<file path="src/rtl/k005297_pkg.sv">
// Shared definitions for the 005297 DMA bus-master sequencer: FSM states and default timeout.
package k005297_pkg;

  localparam int TMO_DEFAULT = 255;

  typedef enum logic [3:0] {
    ST_IDLE,
    ST_ARMED,
    ST_REQ,
    ST_TAKE,
    ST_STRB,
    ST_WAIT,
    ST_END,
    ST_REL,
    ST_REL_LAST,
    ST_ABRT
  } state_e;

endpackage

</file>
<file path="src/rtl/k005297_edgedet.sv">
// Rising-edge detector whose history register only advances on clock-enable ticks.
module k005297_edgedet (
  input  logic i_MCLK,
  input  logic i_RST_n,
  input  logic ce,
  input  logic sig,
  output logic rise
);

  logic prev;

  // NOTE: sequential state uses non-blocking assignments so every flop samples pre-edge values.
  always_ff @(posedge i_MCLK) begin
    if (!i_RST_n) prev <= 1'b0;
    else if (ce)  prev <= sig;
  end

  assign rise = ce & sig & ~prev;

endmodule

</file>
<file path="src/rtl/k005297_dmabusctrl.sv">
// 68000-side DMA bus master: one arbitrated 16-bit bus cycle per word request from the data register.
module k005297_dmabusctrl
  import k005297_pkg::*;
#(
  parameter int ADDR_W = 23,
  parameter int CNT_W  = 12,
  parameter int TMO    = TMO_DEFAULT
) (
  input  logic              i_MCLK,
  input  logic              i_RST_n,
  input  logic              i_CLK4M_PCEN_n,
  input  logic              i_START,
  input  logic              i_DIR,
  input  logic [ADDR_W-1:0] i_START_ADDR,
  input  logic [CNT_W-1:0]  i_WORD_CNT,
  input  logic              i_WORD_RQ,
  input  logic [15:0]       i_DMATXREG,
  input  logic [15:0]       i_BUS_DIN,
  output logic [15:0]       o_DMA_DIN,
  output logic              o_DMA_ACT,
  output logic              o_BR_n,
  input  logic              i_BG_n,
  output logic              o_BGACK_n,
  input  logic              i_AS_n,
  input  logic              i_DTACK_n,
  output logic              o_AS_n,
  output logic              o_UDS_n,
  output logic              o_LDS_n,
  output logic              o_R_nW,
  output logic              o_BUS_OE,
  output logic [ADDR_W-1:0] o_ADDR,
  output logic [15:0]       o_DOUT,
  output logic              o_DONE,
  output logic              o_OVERRUN,
  output logic              o_BERR
);

  localparam int TMO_W = (TMO > 1) ? $clog2(TMO) : 1;

  state_e           state;
  logic             ce;
  logic             rq_rise;
  logic             dir_q;
  logic [CNT_W-1:0] cnt_q;
  logic [TMO_W-1:0] tmo_cnt;
  logic             tmo_hit;
  logic [1:0]       pend_cnt;
  logic [1:0]       pend_next;
  logic             rq_take;

  assign ce      = ~i_CLK4M_PCEN_n;
  assign tmo_hit = (tmo_cnt == TMO_W'(TMO - 1));

  k005297_edgedet u_rq_edge (
    .i_MCLK  (i_MCLK),
    .i_RST_n (i_RST_n),
    .ce      (ce),
    .sig     (i_WORD_RQ),
    .rise    (rq_rise)
  );

  // Requests are counted up to two so a word raised before the previous END is still serviced.
  // NOTE: every always_comb output gets a default first so no latch can be inferred.
  always_comb begin
    rq_take   = rq_rise && (state != ST_IDLE);
    pend_next = pend_cnt;
    if (state == ST_IDLE)
      pend_next = 2'd0;
    else if (state == ST_WAIT && i_DTACK_n && tmo_hit)
      pend_next = 2'd0;
    else if (state == ST_WAIT && !i_DTACK_n)
      pend_next = pend_cnt - 2'd1;
    if (rq_take && pend_next != 2'd2)
      pend_next = pend_next + 2'd1;
  end

  always_ff @(posedge i_MCLK) begin
    if (!i_RST_n) begin
      state     <= ST_IDLE;
      dir_q     <= 1'b0;
      cnt_q     <= '0;
      tmo_cnt   <= '0;
      pend_cnt  <= 2'd0;
      o_DMA_DIN <= 16'h0000;
      o_DMA_ACT <= 1'b0;
      o_BR_n    <= 1'b1;
      o_BGACK_n <= 1'b1;
      o_AS_n    <= 1'b1;
      o_UDS_n   <= 1'b1;
      o_LDS_n   <= 1'b1;
      o_R_nW    <= 1'b1;
      o_BUS_OE  <= 1'b0;
      o_ADDR    <= '0;
      o_DOUT    <= 16'h0000;
      o_DONE    <= 1'b0;
      o_OVERRUN <= 1'b0;
      o_BERR    <= 1'b0;
    end else if (ce) begin
      o_DONE   <= 1'b0;
      pend_cnt <= pend_next;
      if (rq_take && pend_cnt != 2'd0) o_OVERRUN <= 1'b1;

      case (state)
        ST_IDLE: begin
          if (i_START) begin
            if (i_WORD_CNT == '0) begin
              o_DONE <= 1'b1;
            end else begin
              o_ADDR    <= i_START_ADDR;
              cnt_q     <= i_WORD_CNT;
              dir_q     <= i_DIR;
              o_OVERRUN <= 1'b0;
              o_BERR    <= 1'b0;
              o_DMA_ACT <= 1'b1;
              state     <= ST_ARMED;
            end
          end
        end
        ST_ARMED: begin
          if (pend_cnt != 2'd0) begin
            o_BR_n <= 1'b0;
            state  <= ST_REQ;
          end
        end
        ST_REQ: begin
          // Only take the bus once the previous master has finished its cycle.
          if (!i_BG_n && i_AS_n && i_DTACK_n) begin
            o_BGACK_n <= 1'b0;
            o_BR_n    <= 1'b1;
            o_BUS_OE  <= 1'b1;
            o_R_nW    <= ~dir_q;
            if (dir_q) o_DOUT <= i_DMATXREG;
            state     <= ST_TAKE;
          end
        end
        ST_TAKE: begin
          o_AS_n  <= 1'b0;
          o_UDS_n <= 1'b0;
          o_LDS_n <= 1'b0;
          tmo_cnt <= '0;
          state   <= ST_STRB;
        end
        ST_STRB: state <= ST_WAIT;
        ST_WAIT: begin
          if (!i_DTACK_n) begin
            o_AS_n  <= 1'b1;
            o_UDS_n <= 1'b1;
            o_LDS_n <= 1'b1;
            if (!dir_q) o_DMA_DIN <= i_BUS_DIN;
            o_ADDR  <= o_ADDR + ADDR_W'(1);
            cnt_q   <= cnt_q - CNT_W'(1);
            state   <= ST_END;
          end else if (tmo_hit) begin
            o_BERR    <= 1'b1;
            o_AS_n    <= 1'b1;
            o_UDS_n   <= 1'b1;
            o_LDS_n   <= 1'b1;
            o_R_nW    <= 1'b1;
            o_BUS_OE  <= 1'b0;
            o_BGACK_n <= 1'b1;
            o_DMA_ACT <= 1'b0;
            state     <= ST_ABRT;
          end else begin
            tmo_cnt <= tmo_cnt + TMO_W'(1);
          end
        end
        ST_END: begin
          o_BUS_OE  <= 1'b0;
          o_BGACK_n <= 1'b1;
          o_R_nW    <= 1'b1;
          if (cnt_q == '0) begin
            o_DMA_ACT <= 1'b0;
            o_DONE    <= 1'b1;
            state     <= ST_REL_LAST;
          end else begin
            state <= ST_REL;
          end
        end
        ST_REL:      state <= ST_ARMED;
        ST_REL_LAST: state <= ST_IDLE;
        ST_ABRT:     state <= ST_IDLE;
        default:     state <= ST_IDLE;
      endcase
    end
  end

endmodule
</file>
<file path="config.mk">
export PLATFORM = sky130hd
export DESIGN_NAME = k005297_dmabusctrl
export DESIGN_NICKNAME = d
export VERILOG_FILES = /design/src/rtl/k005297_pkg.sv /design/src/rtl/k005297_edgedet.sv /design/src/rtl/k005297_dmabusctrl.sv
export SDC_FILE = /design/constraint.sdc
export NUM_CORES = 1
export LEC_CHECK = 0
export CORE_MARGIN = 2
export CORE_UTILIZATION = 45
export DETAILED_ROUTE_END_ITERATION = 10
export HOLD_SLACK_MARGIN = 0.08
export PLACE_DENSITY = 0.76
export SLEW_MARGIN = 20
export SYNTH_ARGS = -nofsm -noshare
export SYNTH_HDL_FRONTEND = slang
export SYNTH_HIERARCHICAL = 1
export SYNTH_SLANG_ARGS = --single-unit
</file>
<file path="constraint.sdc">
create_clock -name i_MCLK -period 2.8 [get_ports i_MCLK]
set_clock_uncertainty 0.15 [all_clocks]
set_input_delay 0.56 -clock i_MCLK [delete_from_list [all_inputs] [get_ports i_MCLK]]
set_output_delay 0.56 -clock i_MCLK [all_outputs]
set_load 0.1 [all_outputs]
</file>
==> impl_metrics.ini <==
[floorplan]
die_w_um = 109
fp.coreArea_sq_um = 10700
row_count = 38
start_util_pct = 45.8
fp.dieH_um = 109
design.portCount = 142
dieArea_sq_um = 11800

[power_and_ir_drop]
totalPowerFinal_mw = 3.28
peakVddDrop_uv = 252
p_per_area_nw_per_um2 = 500
power.switching_mw = 1.18
comb_power_share_pct = 26.8
leakagePower_nw = 2.52
sw_frac_of_total_pct = 35.8
p_int_mw = 2.10
clkPwrFrac_pct = 28.9
pwr-share-seq_pct = 44.3

[yosys]
synthSimpleGateAreaFrac_pct = 28.4
synth_nets = 718
postSynth.asyncResetShare_pct = 0
yosysSeqAreaShare_pct = 37.4
synthTopCellsByArea = dfxtp_1 37%, nand2_1 9.8%, a21oi_1 7.6%
syn_area_sq_um = 4930
synth_area_leader_cell = dfxtp_1
ys_seq_elements = 92
yosysMostFrequentCell = nand2_1
ys_warn_count = 6
ys.flop_type = dfxtp_1
syn-instance-count = 636
synthTopCellsByCount = 129 x nand2_1, 92 x dfxtp_1, 75 x a21oi_1
synth_edf_count = 0
synth_top_family_by_area = simple AND/OR/NAND/NOR gates
muxShareOfSynthArea_pct = 1.22
synth_top_area_share_pct = 37.4
avgSynthCellArea_sq_um = 7.75
synth_compound_area_share_pct = 24.0
synth_xor_area_share_pct = 1.42
synthAdderAreaFrac_pct = 1.52
synth_cell_types = 67

[timing]
worstMarginPinSlew_ps = 771
slew_viol_final = 0
layout_min_cycle_time_ps = 2490
setup_tns_ps = 0
rsz0062_at_grt = no
relSlewSlack_pct = 48.2
layout_worst_path_cycle_share_pct = 89.1
setup_viol = 0
hold_slack_ps = 307
fmax_mhz = 401
hold_viol = 0

[placement]
post-dp-hpwl_um = 10300
routabilityCongestion = 0.944
io_buffers = 141

[cts]
ctsResizeCount = 0
cts_max_path_buffers = 2
cts_root_buffer = clkbuf_8
ctsHtreeMaxLevel = 3
cts_setup_buffers = 0
cts_tree = built
cts_sinks = 92
clk_pin_slew_ps = 100
clk_latency_ps = 360
cts_buffers = 9
postCtsHoldBufs = 0

[detailed_routing]
drc = 0
wire_per_inst_um = 15.8
viasPerCell = 5.69
postRouteAntennaNets = 0
first_pass_iters = 5
vias = 5191
drt-initial-drc-count = 407
routed_wl_um = 14400

[critical_path]
rrSetupSlack_ps = 310
reg2reg_depth = 6
path_class = flop to flop
slowest_stage = nor4_4
start_kind = flop
crit_path_end_kind = flop
crit_fanout = 42
cp.required_ps = 2910
cpPeakStageDelay_ps = 720
crit_chain = nor4_4 -> nand4_2 -> nand3_2 -> buf_12 -> a21oi_1 -> o221a_2
r2r-end = o_ADDR[12]
cp.arrival_ps = 2610
timing.rr.start = state[1]

[run_status]
run_status = completed

[global_routing]
grt_max_degree = 75
antenna_found_initial = 0
grtUsageTotal_pct = 24.0
grt_pass1_vias = 4830
grt_remaining_overflow = 0
grt_pass1_wl_um = 22800

[cells_and_area]
finalNetCount = 849
num_antenna_cells = 0
drive_gt1_share_pct = 17.5
synthToLayoutAreaGrowth_pct = 33.2

[run]
maxCapViolCount = 0

[worst_hold_path]
hold_depth = 2
hold_class = flop to flop
min-delay-start = o_DMA_DIN[4]
hold_path_end = o_DMA_DIN[4]
-- logic make-up after synthesis --
family	count (synthesis)
AO/OA/AOI/OAI	182
multiplexers	6
AND/OR/NAND/NOR	281
adder cells (fa/ha/maj)	6
XOR/XNOR	8
buffers and inverters	61
flip-flops	92
-- per-stage QoR --
step	worst slack, ps	util [%]	cell area [sq um]	instances
2_1_floorplan	170	-	4930	636
3_3_place_gp	124	59.2	6360	896
3_5_place_dp	84.6	59.2	6360	896
4_1_cts	323	61.1	6560	912
5_1_grt	159	61.1	6560	912
6_report	306	61.1	6560	912
-- flip-flops by register name (all words and copies together), names as in the netlist, 2 cells and up --
name       count
o_ADDR        23
state          4
tmo_cnt        8
o_DOUT        16
pend_cnt       2
o_DMA_DIN     16
cnt_q         12
-- cell type report --
type | count | area [sq um]
multi-input combinational | 483 | 2800
timing repair buffer | 165 | 1480
inverter | 16 | 60.1
clock buffer | 9 | 124
fill | 952 | 4180
tap | 140 | 175
clock inverter | 7 | 81.3
sequential | 92 | 1840
-- layer usage --
metal | vias to the layer above | wire [um] | track usage (%)
li1 | 2537 | - | -
met1 | 2396 | 6180 | 31.6
met2 | 222 | 6760 | 38.4
met3 | 36 | 1140 | 5.56
met4 | 0 | 302 | 8.52
met5 | - | 0 | 0
-- power groups by stage --
stage	clock network (mW)	registers, mW	logic, mW
CTS	0.959	1.45	0.872
floorplan	0	1.73	0.334
global placement	0	1.48	0.855
detailed placement	0	1.48	0.870
finish	0.949	1.45	0.878
global route	1.03	1.46	0.928
-- cells in the final DEF (no fill, tap or decap), types with 9 or more instances in the layout --
| master | netlist | layout |
|---|---|---|
| clkdlybuf4s50_1 | 0 | 75 |
| dfxtp_1 | 92 | 92 |
| nand3_1 | 25 | 25 |
| inv_1 | 16 | 15 |
| clkbuf_8 | 0 | 9 |
| o21ai_0 | 25 | 25 |
| a21oi_1 | 75 | 75 |
| nand2_1 | 129 | 129 |
| a31oi_1 | 12 | 12 |
| nor2_1 | 53 | 53 |
| nor4_1 | 11 | 11 |
| a211oi_1 | 9 | 9 |
| buf_4 | 8 | 86 |
-- critical path, delay by kind of cell (launching register included) --
kind / cells / cell delay, ps
flip-flops: 1 / 490
buffers and inverters: 1 / 220
AND/OR/NAND/NOR: 3 / 1200
AO/OA/AOI/OAI: 2 / 330
-- worst max-delay path by stage --
stage | from | end | slack (ps) | cells after the start
2_1_floorplan | o_ADDR[2] | o_ADDR[20] | 170 | 5
3_3_place_gp | i_CLK4M_PCEN_n | o_ADDR[0] | 120 | 7
3_5_place_dp | i_DTACK_n | o_DOUT[13] | 80 | 7
4_1_cts | state[1] | o_ADDR[12] | 320 | 6
5_1_grt | state[1] | pend_cnt[1] | 160 | 8
6_report | state[1] | o_ADDR[12] | 310 | 6
Note: power is estimated with default switching activity, not from simulation.
